File: config.mk
export PLATFORM = sky130hd
export DESIGN_NAME = ni_packetizer
export DESIGN_NICKNAME = d
export VERILOG_FILES = /design/src/rtl/ni_packetizer.sv
export SDC_FILE = /design/constraint.sdc
export NUM_CORES = 1
export LEC_CHECK = 0
export CORE_ASPECT_RATIO = 0.6
export CORE_UTILIZATION = 44
export CTS_CLUSTER_SIZE = 8
export DETAILED_ROUTE_END_ITERATION = 10
export PLACE_DENSITY_LB_ADDON = 0.05
export SLEW_MARGIN = 20
export SYNTH_ARGS = -nofsm -noshare
export SYNTH_HDL_FRONTEND = slang
export SYNTH_SLANG_ARGS = --single-unit
File: constraint.sdc
create_clock -name clk -period 3 [get_ports clk]
set_input_delay 0.45 -clock clk [delete_from_list [all_inputs] [get_ports clk]]
set_output_delay 0.45 -clock clk [all_outputs]
set_load 0.01 [all_outputs]
File: src/rtl/ni_packetizer.sv
// ni_packetizer: network-interface injection stage feeding a router LOCAL port.
// Takes a packet descriptor plus payload words, emits HEAD/BODY/TAIL/HEADTAIL flits
// with the whole packet locked to one VC, under per-VC credit flow control.
// Optional build macro NI_PKTZ_STATS_EN adds packet/flit counters (pkt_cnt_o, flit_cnt_o).
// Flit layout (noc_params::flit_t):
//   head : {label[63:62], x_dest[61:60], y_dest[59:58], head_pl[57:0]}
//   body : {label[63:62], bt_pl[61:0]}
// Labels: HEAD=0, BODY=1, TAIL=2, HEADTAIL=3.
module ni_packetizer #(
    parameter int unsigned MAX_PKT_FLITS = 16,
    parameter int unsigned LEN_W = $clog2(MAX_PKT_FLITS + 1),
    localparam int unsigned VC_NUM = 2,
    localparam int unsigned VC_SIZE = 1,
    localparam int unsigned VC_DEPTH = 4,
    localparam int unsigned FLIT_WIDTH = 64,
    localparam int unsigned DEST_ADDR_SIZE_X = 2,
    localparam int unsigned DEST_ADDR_SIZE_Y = 2,
    localparam int unsigned BODY_PAYLOAD_SIZE = 62
) (
    input  logic                        clk,
    input  logic                        rst,
    input  logic                        msg_valid_i,
    output logic                        msg_ready_o,
    input  logic [DEST_ADDR_SIZE_X-1:0] msg_x_i,
    input  logic [DEST_ADDR_SIZE_Y-1:0] msg_y_i,
    input  logic [LEN_W-1:0]            msg_len_i,
    input  logic                        data_valid_i,
    output logic                        data_ready_o,
    input  logic [BODY_PAYLOAD_SIZE-1:0] data_i,
    output logic [FLIT_WIDTH-1:0]       flit_o,
    output logic                        flit_valid_o,
    output logic [VC_SIZE-1:0]          vc_o,
    input  logic [VC_NUM-1:0]           credit_i,
    output logic                        credit_err_o
`ifdef NI_PKTZ_STATS_EN
    ,
    output logic [31:0]                 pkt_cnt_o,
    output logic [31:0]                 flit_cnt_o
`endif
);

    localparam int unsigned CRED_W = $clog2(VC_DEPTH + 1);
    localparam int unsigned HEAD_PL_W = 58;

    localparam logic [1:0] LblHead     = 2'd0;
    localparam logic [1:0] LblBody     = 2'd1;
    localparam logic [1:0] LblTail     = 2'd2;
    localparam logic [1:0] LblHeadTail = 2'd3;

    typedef enum logic [1:0] {StIdle, StHead, StBody} state_e;

    state_e                      state_q, state_d;
    logic [DEST_ADDR_SIZE_X-1:0] x_q;
    logic [DEST_ADDR_SIZE_Y-1:0] y_q;
    logic [LEN_W-1:0]            len_q;
    logic [LEN_W-1:0]            rem_q;
    logic [VC_SIZE-1:0]          vc_lock_q;
    logic [VC_SIZE-1:0]          rr_q;
    logic [CRED_W-1:0]           credit_q [VC_NUM];
    logic [CRED_W-1:0]           credit_d [VC_NUM];
    logic                        credit_err_q, err_set;
    logic [FLIT_WIDTH-1:0]       flit_q, flit_d;
    logic                        flit_valid_q;
    logic [VC_SIZE-1:0]          vc_q;

    logic                        any_credit;
    logic [VC_SIZE-1:0]          pick_vc;
    logic [VC_SIZE-1:0]          rr_next;
    logic [VC_SIZE-1:0]          send_vc;
    logic                        send;
    logic [LEN_W-1:0]            msg_len_eff;

    assign msg_len_eff = (msg_len_i == '0) ? LEN_W'(1) : msg_len_i;
    assign send        = data_valid_i & data_ready_o;
    assign send_vc     = (state_q == StHead) ? pick_vc : vc_lock_q;
    assign rr_next     = (pick_vc == VC_SIZE'(VC_NUM - 1)) ? '0 : pick_vc + 1'b1;

    // Round-robin VC pick: first VC with credit, starting at the rr pointer.
    always_comb begin
        any_credit = 1'b0;
        pick_vc    = '0;
        for (int unsigned i = 0; i < VC_NUM; i++) begin
            int unsigned idx;
            idx = (int'(rr_q) + i) % VC_NUM;
            if (!any_credit && credit_q[idx] != '0) begin
                any_credit = 1'b1;
                pick_vc    = VC_SIZE'(idx);
            end
        end
    end

    // FSM state register.
    always_ff @(posedge clk) begin
        if (rst) state_q <= StIdle;
        else     state_q <= state_d;
    end

    // FSM next-state logic.
    always_comb begin
        state_d = state_q;
        unique case (state_q)
            StIdle: if (msg_valid_i) state_d = StHead;
            StHead: if (send) state_d = (len_q == LEN_W'(1)) ? StIdle : StBody;
            StBody: if (send && rem_q == LEN_W'(1)) state_d = StIdle;
            default: state_d = StIdle;
        endcase
    end

    // FSM outputs: handshake readiness per state.
    always_comb begin
        msg_ready_o  = 1'b0;
        data_ready_o = 1'b0;
        unique case (state_q)
            StIdle: msg_ready_o = 1'b1;
            StHead: data_ready_o = any_credit;
            StBody: data_ready_o = (credit_q[vc_lock_q] != '0);
            default: ;
        endcase
    end

    // Flit assembly for the word being handed over this cycle.
    always_comb begin
        if (state_q == StHead) begin
            flit_d = {(len_q == LEN_W'(1)) ? LblHeadTail : LblHead, x_q, y_q,
                      data_i[HEAD_PL_W-1:0]};
        end else begin
            flit_d = {(rem_q == LEN_W'(1)) ? LblTail : LblBody, data_i};
        end
    end

    // Credit counters: send decrements, credit_i increments, both cancel out.
    always_comb begin
        err_set = 1'b0;
        for (int unsigned v = 0; v < VC_NUM; v++) begin
            logic dec, inc;
            dec         = send && (send_vc == VC_SIZE'(v));
            inc         = credit_i[v];
            credit_d[v] = credit_q[v];
            if (inc && !dec) begin
                // Saturate on an over-return and flag it.
                if (credit_q[v] == CRED_W'(VC_DEPTH)) err_set = 1'b1;
                else credit_d[v] = credit_q[v] + 1'b1;
            end else if (dec && !inc) begin
                credit_d[v] = credit_q[v] - 1'b1;
            end
        end
    end

    // Credit state and sticky error.
    always_ff @(posedge clk) begin
        if (rst) begin
            for (int unsigned v = 0; v < VC_NUM; v++) credit_q[v] <= CRED_W'(VC_DEPTH);
            credit_err_q <= 1'b0;
        end else begin
            for (int unsigned v = 0; v < VC_NUM; v++) credit_q[v] <= credit_d[v];
            if (err_set) credit_err_q <= 1'b1;
        end
    end

    // Packet context: descriptor latch, remaining count, VC lock, rr pointer.
    always_ff @(posedge clk) begin
        if (rst) begin
            x_q       <= '0;
            y_q       <= '0;
            len_q     <= '0;
            rem_q     <= '0;
            vc_lock_q <= '0;
            rr_q      <= '0;
        end else begin
            if (state_q == StIdle && msg_valid_i) begin
                x_q   <= msg_x_i;
                y_q   <= msg_y_i;
                len_q <= msg_len_eff;
                rem_q <= msg_len_eff;
            end
            if (state_q == StHead && send) begin
                vc_lock_q <= pick_vc;
                rr_q      <= rr_next;
                rem_q     <= len_q - LEN_W'(1);
            end
            if (state_q == StBody && send) rem_q <= rem_q - LEN_W'(1);
        end
    end

    // Registered flit output; flit_o holds between sends.
    always_ff @(posedge clk) begin
        if (rst) begin
            flit_q       <= '0;
            flit_valid_q <= 1'b0;
            vc_q         <= '0;
        end else begin
            flit_valid_q <= send;
            if (send) begin
                flit_q <= flit_d;
                vc_q   <= send_vc;
            end
        end
    end

    assign flit_o       = flit_q;
    assign flit_valid_o = flit_valid_q;
    assign vc_o         = vc_q;
    assign credit_err_o = credit_err_q;

`ifdef NI_PKTZ_STATS_EN
    logic [31:0] pkt_cnt_q, flit_cnt_q;

    // Statistics, counted on flits as they appear at the output.
    always_ff @(posedge clk) begin
        if (rst) begin
            pkt_cnt_q  <= '0;
            flit_cnt_q <= '0;
        end else if (flit_valid_q) begin
            flit_cnt_q <= flit_cnt_q + 32'd1;
            if (flit_q[FLIT_WIDTH-1 -: 2] == LblTail || flit_q[FLIT_WIDTH-1 -: 2] == LblHeadTail)
                pkt_cnt_q <= pkt_cnt_q + 32'd1;
        end
    end

    assign pkt_cnt_o  = pkt_cnt_q;
    assign flit_cnt_o = flit_cnt_q;
`endif

endmodule
Word-level counts from Yosys, hierarchy flattened
Memory sizes are Yosys's and may differ from the RTL's. A register that Yosys moved wholly into a read port is not among the register bits. Cells that the tools add are included.

Multiplexer cells: 39. Add/subtract/negate cells: 8. Reduce and logical (&&, ||, !) cells: 23. Eq/ne operators: 9. Bitwise logic cells: 4.

Operator list (count): 64-bit two-way mux (1); 3-bit two-way mux (8); 5-bit two-way mux (4); 1-bit two-way mux (18); 2-bit two-way mux (6); 3-bit nonzero test (4); 1-bit logical AND (11); 5-bit by 1-bit equality test with 1-bit output, second input constant (2); 5-bit by 1-bit subtractor with 5-bit output, second input constant (2); 3-bit by 1-bit adder with 3-bit output, second input constant (2); 3-bit equality test, second input constant (2); 2-bit inequality test, second input constant (3); 2-bit case mux with 3 select lines (1); 3-bit by 1-bit subtractor with 3-bit output, second input constant (2); 1-bit logical NOT (5); 5-bit logical NOT (1); 3-bit AND reduction (1); 1-bit adder, second input constant (2); 2-bit by 1-bit equality test with 1-bit output, second input constant (1); 2-bit equality test, second input constant (1); 2-bit logical NOT (1); 1-bit bitwise OR (2); 1-bit case mux with 2 select lines (1); 1-bit AND (1); 1-bit inverter (1).

Input port bits: 77. Memories kept: 1. Output and inout port bits: 69. Register bits after elaboration: 85. Memory bits (writable): 6. Word-level logic and storage cells: 95.

Memories: credit_q (depth 2, width 3, read ports 5, clocked after memory_dff 2, wr ports 2, line 59) `logic [CRED_W-1:0] credit_q [VC_NUM];`.

Logic depth before layout (Yosys ltp)
Depth in word-level cells: 13. Mapped depth: 13. Depth with buffers taken out: 12.

Worst setup path after synthesis
Ideal clock, no wire load.

Path type: register to register. From: reg state_q[0]. To: mem credit_q[1][2] (netlist bit). Stages on the path, launching flop included: 13. Period minus slack after synthesis: 2.542 ns. Data required time: 2.876 ns. Data arrival time: 2.418 ns. Buffers on the path: 1. Slack: 0.458 ns. Setup time: 0.124 ns. Cells stage by stage: dfxtp_1 -> inv_1 -> ha_1 -> buf_2 -> nor2b_1 -> a21oi_1 -> o21ba_4 -> o31a_1 -> inv_1 -> fa_1 -> inv_1 -> a22oi_1 -> a2111o_1.

RTL lines: start: declaration (line 52) `state_e state_q, state_d;`; start signal: assignment (line 94) `if (rst) state_q <= StIdle;`; start signal: assignment (line 95) `else state_q <= state_d;`; end: declaration (line 59).

Worst setup path in the final report
From: reg state_q[1]. To: out data_ready_o.

Word-level cells in the longest chain between the ends: 2. Elaborated cells between the ends (all ways): 3. Classes of those cells: eq/ne (2); mux (1).

RTL lines: 2-bit equality test or 2-bit by 1-bit equality test with 1-bit output (tied branches) (line 113) `unique case (state_q)`; 1-bit case mux with 2 select lines * (line 113); end: declaration (line 28) `output logic data_ready_o,`.

Every way passes the cells marked *; elsewhere a longest branch is shown, timed or not.

==> impl_metrics.yaml <==
outcome:
  status: "finished clean"
power:
  p_leak_uw: 0.00206
  ir_drop_uv: 353
  p_int_uw: 2520
  fin_total_pwr_uw: 3610
  combPwrFrac_pct: 27.7
  p_sw_uw: 1090
  seq_power_share_pct: 39.9
  switching_share_pct: 30.3
  power.density_nw_per_um2: 618
  clkPwrFrac_pct: 32.5
clock_tree:
  clk_latency_ns: 0.34
  post_cts.repair.setup_buffers: 0
  clk_path_buf_depth: 2
  numCtsBuffers: 9
  h-tree-depth: 3
  cts_root_buf: "clkbuf_16"
  cts_tree: "done"
  clock_sinks: 93
  clk_pin_slew_ns: 0.07
  hold_buffers: 0
synthesis:
  yosys.area.top_type_share_pct: 46.9
  synth_commonest_cells: "nand2_1 (145), dfxtp_1 (93), a21oi_1 (80)"
  yosys_warnings: 0
  netlist_top_cells_area: "dfxtp_1 (47%), nand2_1 (14%), a21oi_1 (10%), a211oi_1 (2.5%), nor2_1 (2.5%)"
  synth_ff_type: "dfxtp_1"
  synthDistinctLibCells: 52
  synth_edf_count: 0
  yosysTopAreaCell: "dfxtp_1"
  synthCells: 490
  syn_avg_cell_area_um2: 8.10
  syn_nets: 576
  yosysMostFrequentCell: "nand2_1"
  async_flop_share_pct: 0
  synth_area_um2: 3970
  synth-seq-cells: 93
  synth_seq_area_share_pct: 46.9
worst_setup_path:
  arrival_ns: 2.46
  rr_endpoint: "credit_q[1][2]$_SDFFE_PP1P_"
  r2r_start: "state_q[1]$_SDFFE_PP0P_"
  critPathMaxFanout: 10
  crit_required_ns: 2.55
  worstSetupEndpointType: "output pin"
  cp-endpoint: "data_ready_o"
  critPathKind: "flop to output pin"
  worstSetupStartpoint: "state_q[1]$_SDFFE_PP0P_"
  r2r_slack_ns: 0.13
  start_kind: "flop"
  r2r_cells: 11
detailed_routing:
  wl_per_cell_um: 14.0
  first_pass_iters: 5
  drt_iter0_drc: 167
  viasPerCell: 5.08
  drt-total-wl_mm: 10.4
  drc: 0
  vias: 3763
  postRouteAntennaNets: 0
place:
  io_buffers: 145
  hpwl_mm: 7.34
  dp_cells: 725
  gp_congestion: 0.833
  postPlaceCellArea_um2: 5520
  dp_slack_ns: 0.0877
cells_and_area:
  stdcell_area_um2: 5850
  area_growth_pct: 47.3
  layout.nets: 710
  fin_cells: 741
  fill_cells: 700
  n_antenna_cell: 0
  drive_gt1_share_pct: 6.52
  seqCellArea_um2: 1860
  multi_input_area_um2: 1960
floorplan:
  dieWidth_um: 125
  ios: 146
  floorplan.initialDensity_pct: 46.1
  rows: 26
  die-area_um2: 9420
  core_um2: 8620
  fp.dieH_um: 75.6
sta:
  setup_violations: 0
  relSlewSlack_pct: 63.8
  finClkSkew_ns: 0.00692
  drv_slew: 0
  max_freq_mhz: 344
  setup_ws_ns: 0.0940
  period_minus_slack_ns: 2.91
  setup_tns_ns: 0
  post-route-period-util_pct: 96.9
  hold_violations: 0
  worst_slew_pin_slew_ns: 0.539
global_route:
  grt_pass1_wl_mm: 16.3
  grtUsageTotal_pct: 21.8
  antenna_found_initial: 0
  globalRouteOverflowTotal: 0
  first_global_vias: 3320
  grt_max_degree: 74
min_path:
  holdPathStages: 2
  hold_path.class: "flop to flop"
run:
  maxCapViolCount: 0
## power by group through the flow
| stage | registers [µW] | logic, µW | clock network (µW) |
|---|---|---|---|
| final | 1440 | 999 | 1170 |
| after global routing | 1450 | 1090 | 1250 |
| after CTS | 1440 | 995 | 1200 |
| after detailed placement | 1470 | 987 | 0 |
| after global placement | 1460 | 967 | 0 |
| after floorplan | 1490 | 537 | 0 |
## worst min-delay path by stage
stage / startpoint / to / slack (ns)
2_1_floorplan: x_q[0]$_SDFFE_PP0P_ / x_q[0]$_SDFFE_PP0P_ / 0.44
3_3_place_gp: flit_o[40]$_SDFFE_PP0N_ / flit_o[40]$_SDFFE_PP0N_ / 0.44
3_5_place_dp: flit_o[17]$_SDFFE_PP0N_ / flit_o[17]$_SDFFE_PP0N_ / 0.45
4_1_cts: flit_o[17]$_SDFFE_PP0N_ / flit_o[17]$_SDFFE_PP0N_ / 0.46
5_1_grt: flit_o[1]$_SDFFE_PP0N_ / flit_o[1]$_SDFFE_PP0N_ / 0.47
6_report: flit_o[14]$_SDFFE_PP0N_ / flit_o[14]$_SDFFE_PP0N_ / 0.45
## critical path, cell delays in order (launching register included)
cell and delay (ns):
dfxtp_1 0.34, inv_1 0.11, ha_2 0.31, a21oi_1 0.08
a311oi_2 0.33, o21bai_2 0.23, and2_1 0.16, clkdlybuf4s50_1 0.53
## kinds of logic (layout without fill, tap and decap cells)
logic type	after synthesis	count (layout)	share of synthesized area, %
adder cells (fa/ha/maj)	9	9	3.21
XOR/XNOR	7	7	1.54
buffers and inverters	42	181	4.44
AND/OR/NAND/NOR	217	217	24.3
multiplexers	6	6	1.54
flip-flops	93	93	46.9
AO/OA/AOI/OAI	116	116	18.1
## what timing repair did
action                                  CTS  global route
endpoints found under the setup margin    1             1
pin swaps                                 0             0
resized for setup                         2             2
## layer usage
layer	vias to the layer above	share of wire, %	global-route usage, %
met2	110	43	34.2
met4	0	1.1	6.96
met3	14	7.1	7.23
met5	-	0	0
met1	1721	49	28.9
li1	1918	-	-
## per-stage QoR
stage	hold slack, ns	util [%]
detailed placement	0.446	64.0
finish	0.453	67.8
floorplan	0.436	-
CTS	0.455	67.7
global placement	0.440	64.0
global route	0.470	67.8
## final cells by class
cell class	count	area share, %
Clock buffer	10	4.09
Clock inverter	6	1.18
Inverter	12	0.770
Multi-Input combinational cell	355	33.5
Sequential cell	93	31.8
Tap cell	112	2.40
Timing Repair Buffer	153	26.2
## layout by cell type (no fill, tap or decap), types with 6 or more instances in the layout
cell type        instances
clkdlybuf4s50_1        144
and3_1                   6
inv_1                   12
nor2_1                  25
buf_4                    6
nor3_1                   8
nand2_1                144
a211oi_1                13
clkbuf_16                9
dfxtp_1                 93
a21oi_1                 80
## registers in the layout, indices dropped and copies added, names as in the netlist, 2 cells and up, named ones only
name	flops
credit_q	6
y_q	2
len_q	5
x_q	2
flit_o	64
state_q	2
rem_q	5
No activity file was read; power rests on OpenSTA's default activity.
